$ cat config.mk
export PLATFORM = sky130hd
export DESIGN_NAME = sipo_rx_flat
export DESIGN_NICKNAME = d
export VERILOG_FILES = /design/src/rtl/sipo_pkg.sv /design/src/rtl/sipo_rx_if.sv /design/src/rtl/sipo_shift.sv /design/src/rtl/sipo_rx.sv /design/src/flat_wrapper.sv
export SDC_FILE = /design/constraint.sdc
export NUM_CORES = 1
export LEC_CHECK = 0
export CORE_AREA = 2 2 42 44
export DETAILED_ROUTE_END_ITERATION = 7
export DIE_AREA = 0 0 44 46
export PLACE_DENSITY_LB_ADDON = 0.1
export SLEW_MARGIN = 10
export SYNTH_ARGS = -nofsm -noshare
export SYNTH_HDL_FRONTEND = slang
export SYNTH_SLANG_ARGS = --single-unit
$ cat constraint.sdc
create_clock -name clk -period 4.15 [get_ports clk]
set_clock_uncertainty 0.05 [all_clocks]
set_input_delay 0.83 -clock clk [delete_from_list [all_inputs] [get_ports clk]]
set_output_delay 0.83 -clock clk [all_outputs]
set_load 0.03 [all_outputs]
$ cat src/rtl/sipo_pkg.sv
// Shared types and constants for the serial-to-parallel receiver.
// Holds the FSM state enum, the default word width and the bit-count width helper.
// No logic lives here; every user imports it with import sipo_pkg::*.
package sipo_pkg;

  typedef enum logic {
    IDLE = 1'b0,
    RECV = 1'b1
  } state_t;

  localparam int DEFAULT_WIDTH = 4;

  // Counter must hold 0..WIDTH inclusive.
  function automatic int cnt_width(input int w);
    return $clog2(w + 1);
  endfunction

endpackage

$ cat src/rtl/sipo_rx_if.sv
// Bundle of serial input, parallel output and status signals for sipo_rx.
// master = link driver plus word consumer; slave = the receiver itself.
// pready is the only backpressure; the serial side has none.
interface sipo_rx_if import sipo_pkg::*; #(
  parameter int WIDTH = DEFAULT_WIDTH
);
  logic             sin;
  logic             sval;
  logic             sof;
  logic [WIDTH-1:0] pdata;
  logic             pvalid;
  logic             pready;
  logic             busy;
  logic             overrun;
  logic             ferr;
  logic             clr_err;

  modport master (
    output sin, sval, sof, pready, clr_err,
    input  pdata, pvalid, busy, overrun, ferr
  );

  modport slave (
    input  sin, sval, sof, pready, clr_err,
    output pdata, pvalid, busy, overrun, ferr
  );
endinterface

$ cat src/rtl/sipo_shift.sv
// WIDTH-bit right shift register, new bit enters at the MSB.
// Latency: one cycle; nxt exposes the value q takes on the coming edge.
// No backpressure: en shifts unconditionally, clr has priority.
module sipo_shift #(
  parameter int WIDTH = 4
) (
  input  logic             clk,
  input  logic             clr,
  input  logic             en,
  input  logic             din,
  output logic [WIDTH-1:0] nxt
);
  logic [WIDTH-1:0] q;

  // Next value: shifted when enabled, otherwise held.
  always_comb begin
    nxt = q;
    if (en) nxt = {din, q[WIDTH-1:1]};
  end

  // Register update with synchronous clear.
  always_ff @(posedge clk) begin
    if (clr) q <= '0;
    else     q <= nxt;
  end
endmodule

$ cat src/rtl/sipo_rx.sv
// Serial-to-parallel receiver: frames on sof, collects WIDTH bits LSB first, holds one word.
// Latency: pdata/pvalid update on the edge that samples the last bit.
// Backpressure: a word completing while the held word is unaccepted is dropped and flagged.
module sipo_rx import sipo_pkg::*; #(
  parameter int WIDTH = DEFAULT_WIDTH
) (
  input  logic     clk,
  input  logic     rst_n,
  sipo_rx_if.slave bus
);
  localparam int CW = cnt_width(WIDTH);

  state_t           state;
  logic [CW-1:0]    count;
  logic [WIDTH-1:0] pdata_q;
  logic             pvalid_q;
  logic             busy_q;
  logic             overrun_q;
  logic             ferr_q;
  logic [WIDTH-1:0] word_nxt;
  logic             shift_en;

  // Bits shift only when framed: inside a frame, or the sof that opens one.
  assign shift_en = bus.sval && (state == RECV || bus.sof);

  sipo_shift #(.WIDTH(WIDTH)) u_shift (
    .clk (clk),
    .clr (!rst_n),
    .en  (shift_en),
    .din (bus.sin),
    .nxt (word_nxt)
  );

  // FSM, bit counter, holding register and sticky flags; later writes win so set beats clear.
  always_ff @(posedge clk) begin
    if (!rst_n) begin
      state     <= IDLE;
      count     <= '0;
      pdata_q   <= '0;
      pvalid_q  <= 1'b0;
      busy_q    <= 1'b0;
      overrun_q <= 1'b0;
      ferr_q    <= 1'b0;
    end else begin
      if (bus.clr_err) begin
        overrun_q <= 1'b0;
        ferr_q    <= 1'b0;
      end
      if (pvalid_q && bus.pready) pvalid_q <= 1'b0;
      if (bus.sval) begin
        case (state)
          IDLE: begin
            if (bus.sof) begin
              state  <= RECV;
              count  <= CW'(1);
              busy_q <= 1'b1;
            end
          end
          RECV: begin
            if (bus.sof) begin
              // Abort the partial frame; this bit becomes bit 0 of a new one.
              ferr_q <= 1'b1;
              count  <= CW'(1);
            end else if (count == CW'(WIDTH - 1)) begin
              state  <= IDLE;
              count  <= '0;
              busy_q <= 1'b0;
              if (!pvalid_q || bus.pready) begin
                pdata_q  <= word_nxt;
                pvalid_q <= 1'b1;
              end else begin
                overrun_q <= 1'b1;
              end
            end else begin
              count <= count + CW'(1);
            end
          end
          default: state <= IDLE;
        endcase
      end
    end
  end

  assign bus.pdata   = pdata_q;
  assign bus.pvalid  = pvalid_q;
  assign bus.busy    = busy_q;
  assign bus.overrun = overrun_q;
  assign bus.ferr    = ferr_q;
endmodule

$ cat src/flat_wrapper.sv
// flat-port wrapper written by rule: the top's interface ports become plain ports
module sipo_rx_flat import sipo_pkg::*;
#(
  parameter int WIDTH = DEFAULT_WIDTH
)
  (clk, rst_n, bus_sin, bus_sval, bus_sof, bus_pready, bus_clr_err, bus_pdata, bus_pvalid, bus_busy, bus_overrun, bus_ferr);
  sipo_rx_if #(.WIDTH(WIDTH)) bus_i ();
  input  logic clk;
  input  logic rst_n;
  input wire logic [$bits(bus_i.sin)-1:0] bus_sin;
  input wire logic [$bits(bus_i.sval)-1:0] bus_sval;
  input wire logic [$bits(bus_i.sof)-1:0] bus_sof;
  input wire logic [$bits(bus_i.pready)-1:0] bus_pready;
  input wire logic [$bits(bus_i.clr_err)-1:0] bus_clr_err;
  output wire logic [$bits(bus_i.pdata)-1:0] bus_pdata;
  output wire logic [$bits(bus_i.pvalid)-1:0] bus_pvalid;
  output wire logic [$bits(bus_i.busy)-1:0] bus_busy;
  output wire logic [$bits(bus_i.overrun)-1:0] bus_overrun;
  output wire logic [$bits(bus_i.ferr)-1:0] bus_ferr;
  assign bus_i.sin = bus_sin;
  assign bus_i.sval = bus_sval;
  assign bus_i.sof = bus_sof;
  assign bus_i.pready = bus_pready;
  assign bus_i.clr_err = bus_clr_err;
  assign bus_pdata = bus_i.pdata;
  assign bus_pvalid = bus_i.pvalid;
  assign bus_busy = bus_i.busy;
  assign bus_overrun = bus_i.overrun;
  assign bus_ferr = bus_i.ferr;
  sipo_rx #(.WIDTH(WIDTH)) u_core (.clk(clk), .rst_n(rst_n), .bus(bus_i));
endmodule
* After elaboration in Yosys (flattened, before gate mapping)
Cells that the tools add are included.
** Operators by class
- Add/subtract/negate cells :: 1
- Equal/unequal tests :: 4
- Mux-type cells :: 29
- Bitwise logic cells :: 2
- Reduce and logical (&&, ||, !) cells :: 8
** Operators with widths (number)
- 2-to-1 mux 1 bit :: 22
- 2-to-1 mux 3 bit :: 3
- != test 2 bit (second input constant) :: 3
- case mux 3 bit (2 select lines) :: 1
- AND reduction 5 bit :: 1
- 2-to-1 mux 4 bit :: 1
- case mux 1 bit (2 select lines) :: 2
- AND reduction 4 bit :: 1
- adder 3 x 1 -> 3 bit (second input constant) :: 1
- equality test 3 x 2 -> 1 bit (second input constant) :: 1
- logical AND 1 bit :: 2
- logical OR 1 bit :: 2
- inverter 1 bit :: 2
- AND reduction 2 bit :: 1
- zero test 1 bit :: 1
** Storage, ports and cells
- Bits in registers :: 16
- Logic and storage cells :: 52

* Depth between registers and ports, before layout
- Depth after elaboration :: 7
- Gate-level depth with buffers :: 5

* Modules after synthesis
A second synthesis with hierarchy kept.
** Second synthesis, totals
- Cell total of the unflattened synthesis :: 71
- Area total of the unflattened synthesis :: 691.9 sq um
** Modules (own cells, without submodules)
- sipo_rx :: instances 1, cells an instance 59, area each 541.8 sq um
- sipo_shift :: instances 1, cells an instance 12, area each 150.1 sq um

* Worst setup path after synthesis
OpenSTA, ideal clock, no wires.
- Path kind :: input-to-reg
- From :: input port bus_sval
- To :: register u_core.pdata_q[2], in the netlist u_core.bus.pdata[2]
- Arrival :: 1.626 ns
- Data required time :: 4.021 ns
- Setup slack :: 2.395 ns
- Cell stages on the path :: 5
- Path buffers :: 2
- Path through :: buf_2 -> and3b_1 -> buf_6 -> and3_4 -> a211oi_2
** Between the ends
- Word-level cells in the longest chain between the ends :: 2
** RTL lines
- start: declaration :: RTL line flat_wrapper.sv:11 : input wire logic [$bits(bus_i.sval)-1:0] bus_sval;
- logical AND 1 bit :: RTL line sipo_rx.sv:24 : assign shift_en = bus.sval && (state == RECV || bus.sof);
- 2-to-1 mux 4 bit :: RTL line sipo_shift.sv:18 : if (en) nxt = {din, q[WIDTH-1:1]};
- end signal: assignment :: RTL line sipo_rx.sv:69 : pdata_q <= word_nxt;
- end: declaration :: RTL line sipo_rx.sv:15 : logic [WIDTH-1:0] pdata_q;
Several ways; a longest one is shown, not always the timed one.
A chain may end at the register's enable or synchronous reset.

* Final worst setup path
- From :: register u_core.busy_q, in the netlist u_core.bus.busy
- To :: output port bus_busy
** RTL lines
- start: declaration :: RTL line sipo_rx.sv:17 : logic busy_q;
- start signal: assignment :: RTL line sipo_rx.sv:41 : busy_q <= 1'b0;
- start signal: assignment :: RTL line sipo_rx.sv:56 : busy_q <= 1'b1;
- start signal: assignment :: RTL line sipo_rx.sv:67 : busy_q <= 1'b0;
- end: declaration :: RTL line flat_wrapper.sv:17 : output wire logic [$bits(bus_i.busy)-1:0] bus_busy;
No word-level cell between the ends.

==> results.cfg <==
[grt]
grt_pass1_wl_um = 2200
grt_max_degree = 16
grt_antenna_before_repair = 0
overflow = 0
grt_pass1_vias = 531
grtUsageTotal = 0.150

[die]
io_pins = 15
start_util = 0.408
die_x_um = 44
dieArea_sq_mm = 0.00202
design.core.area_sq_mm = 0.00161
core.rowCount = 15
chipHeight_um = 46

[yosys]
synth_area_sq_um = 658
synth_nets = 72
yosysWarnings = 0
synthCells = 64
synth-async-reset-ratio = 0
synth.avg_cell_area_sq_um = 10.3
synth_edf_count = 0
ys_seq_area_frac = 0.487
synth_seq_cells = 16
ys.flop_type = dfxtp_1
synth_cell_types = 25

[cells_and_area]
finalNetCount = 88
utilization = 0.518
final_cell_mix = dfxtp_1, clkdlybuf4s50_1, nor2_1
layout_commonest_cell = dfxtp_1
area_delta_synth_final_pct = 27.0
drive_gt1_frac = 0.152
insertedDiodeCount = 0

[critical_path]
start_kind = flip-flop
cp_data_arrival_time_ns = 1.32
critPathSlowestCell = clkdlybuf4s50_1
crit_family = buffers and inverters
cp-end-kind = output pin
cpPeakStageDelay_ns = 0.67
cp.required_ns = 3.27
crit_type = reg2out
crit_fanout = 3
critical_path.cell_chain = clkdlybuf4s50_1
cp.buffers_inverters = 1

[place]
dpl.hpwl_um = 880
io_buffers = 14
gp_congestion = 0.693

[routing]
avgViaCountPerCell = 5.46
finalWirelength_um = 1260
route.detailed.drc = 0
vias = 524
drtAntennaViolNets = 0
wl_per_cell_um = 13.1
drt_first_pass_iters = 4
drt_iter0_drc = 8

[cts]
insertion_delay_ns = 0.28
cts_inserted_buffers = 3
clock-sinks = 16
cts_tree = yes
postCtsSetupRepairBufs = 0
cts_root_buf = clkbuf_4
clockBufferDepth = 2
hold_buffers = 0
path_clk_slew_ns = 0.09
htreeDepth = 1
cts_resized = 0

[sta]
min_period_ns = 2.20
hold_violations = 0
setup_viol_count_final = 0
fmax_mhz = 455
slew_headroom = 0.653
setup_tns_ns = 0
slew_violations = 0
worst_pin_slew_ns = 0.519
post-route-period-util = 0.530
rsz0062_at_grt = no

[run_status]
status = completed

[power_and_ir_drop]
powerDensity_mw_per_mm2 = 343
peakVddDrop_uv = 156
power_leakage_nw = 0.315

[min_path]
hold_class = reg2reg

[job]
drv_cap = 0
-- synth_stat cells, drive strengths merged, types with 2 or more instances --
cell / instances / area [sq um]
dfxtp: 16 / 320
nor2: 8 / 30.0
a211oi: 5 / 57.6
a21oi: 4 / 20.0
a31oi: 4 / 25.0
mux2i: 4 / 40.0
nand2: 3 / 11.3
a32oi: 2 / 17.5
buf: 2 / 16.3
inv: 2 / 7.51
nand2b: 2 / 12.5
o21ai: 2 / 13.8
-- report_power, final --
| group | internal, mW | switching (mW) | total, mW |
|---|---|---|---|
| Combinational | 0.0124 | 0.0126 | 0.0251 |
| Clock | 0.0534 | 0.0485 | 0.102 |
| Sequential | 0.157 | 0.00271 | 0.160 |
| Total | 0.223 | 0.0639 | 0.286 |
-- metal layers --
layer | vias up | GRT usage | part of all wire | routed length (um)
met2 | 10 | 0.235 | 0.45 | 562
met1 | 245 | 0.184 | 0.50 | 625
met5 | - | 0 | 0 | 0
met3 | 2 | 0.0397 | 0.044 | 55
li1 | 267 | - | - | -
met4 | 0 | 0.0909 | 0.011 | 14
-- registers in the layout, indices dropped and copies added (netlist names) --
signal,cells
u_core.bus.busy,1
u_core.bus.ferr,1
u_core.bus.overrun,1
u_core.bus.pdata,4
u_core.bus.pvalid,1
u_core.count,3
u_core.state,1
u_core.u_shift.q,4
-- final cells by class --
type	count	area, sq um
fill	165	778
sequential	16	320
multi-input combinational	43	310
timing repair buffer	14	140
clock buffer	4	36.3
tap	17	21.3
inverter	2	7.51
-- metrics by stage --
| step | worst slack (ns) | instance area (sq um) | power, mW | hold slack, ns | instances |
|---|---|---|---|---|---|
| floorplan | 2.40 | 658 | 0.178 | 0.378 | 64 |
| global placement | 1.80 | 800 | 0.188 | 0.405 | 92 |
| detailed placement | 1.78 | 800 | 0.188 | 0.413 | 92 |
| CTS | 1.92 | 836 | 0.293 | 0.429 | 96 |
| global route | 1.88 | 836 | 0.303 | 0.459 | 96 |
| finish | 1.95 | 836 | 0.286 | 0.425 | 96 |
-- final timing paths --
check	startpoint	end	slack [ns]	cells past startpoint
worst max register to register	u_core.count[0]	u_core.bus.pdata[2]	2.60	4
worst min-delay path	u_core.bus.overrun	u_core.bus.overrun	0.42	2
worst min register to register	u_core.bus.overrun	u_core.bus.overrun	0.42	2
worst max-delay path	u_core.bus.busy	bus_busy	1.95	1
-- cells by family (layout without fill, tap and decap cells) --
logic type      Yosys count  after routing  share of synthesized area
flops                    16             16                      0.487
compound gates           19             19                      0.228
mux                       5              5                     0.0779
simple gates             18             18                      0.146
buf+inv                   5             20                     0.0418
fa+ha+maj                 1              1                     0.0190
-- tightest hold or removal path, delay by kind of cell, from the launching register on --
| kind | cells | cell delay (ns) |
|---|---|---|
| flops | 1 | 0.32 |
| simple gates | 1 | 0.06 |
| compound gates | 1 | 0.06 |
(Power assumes the default switching activity.)
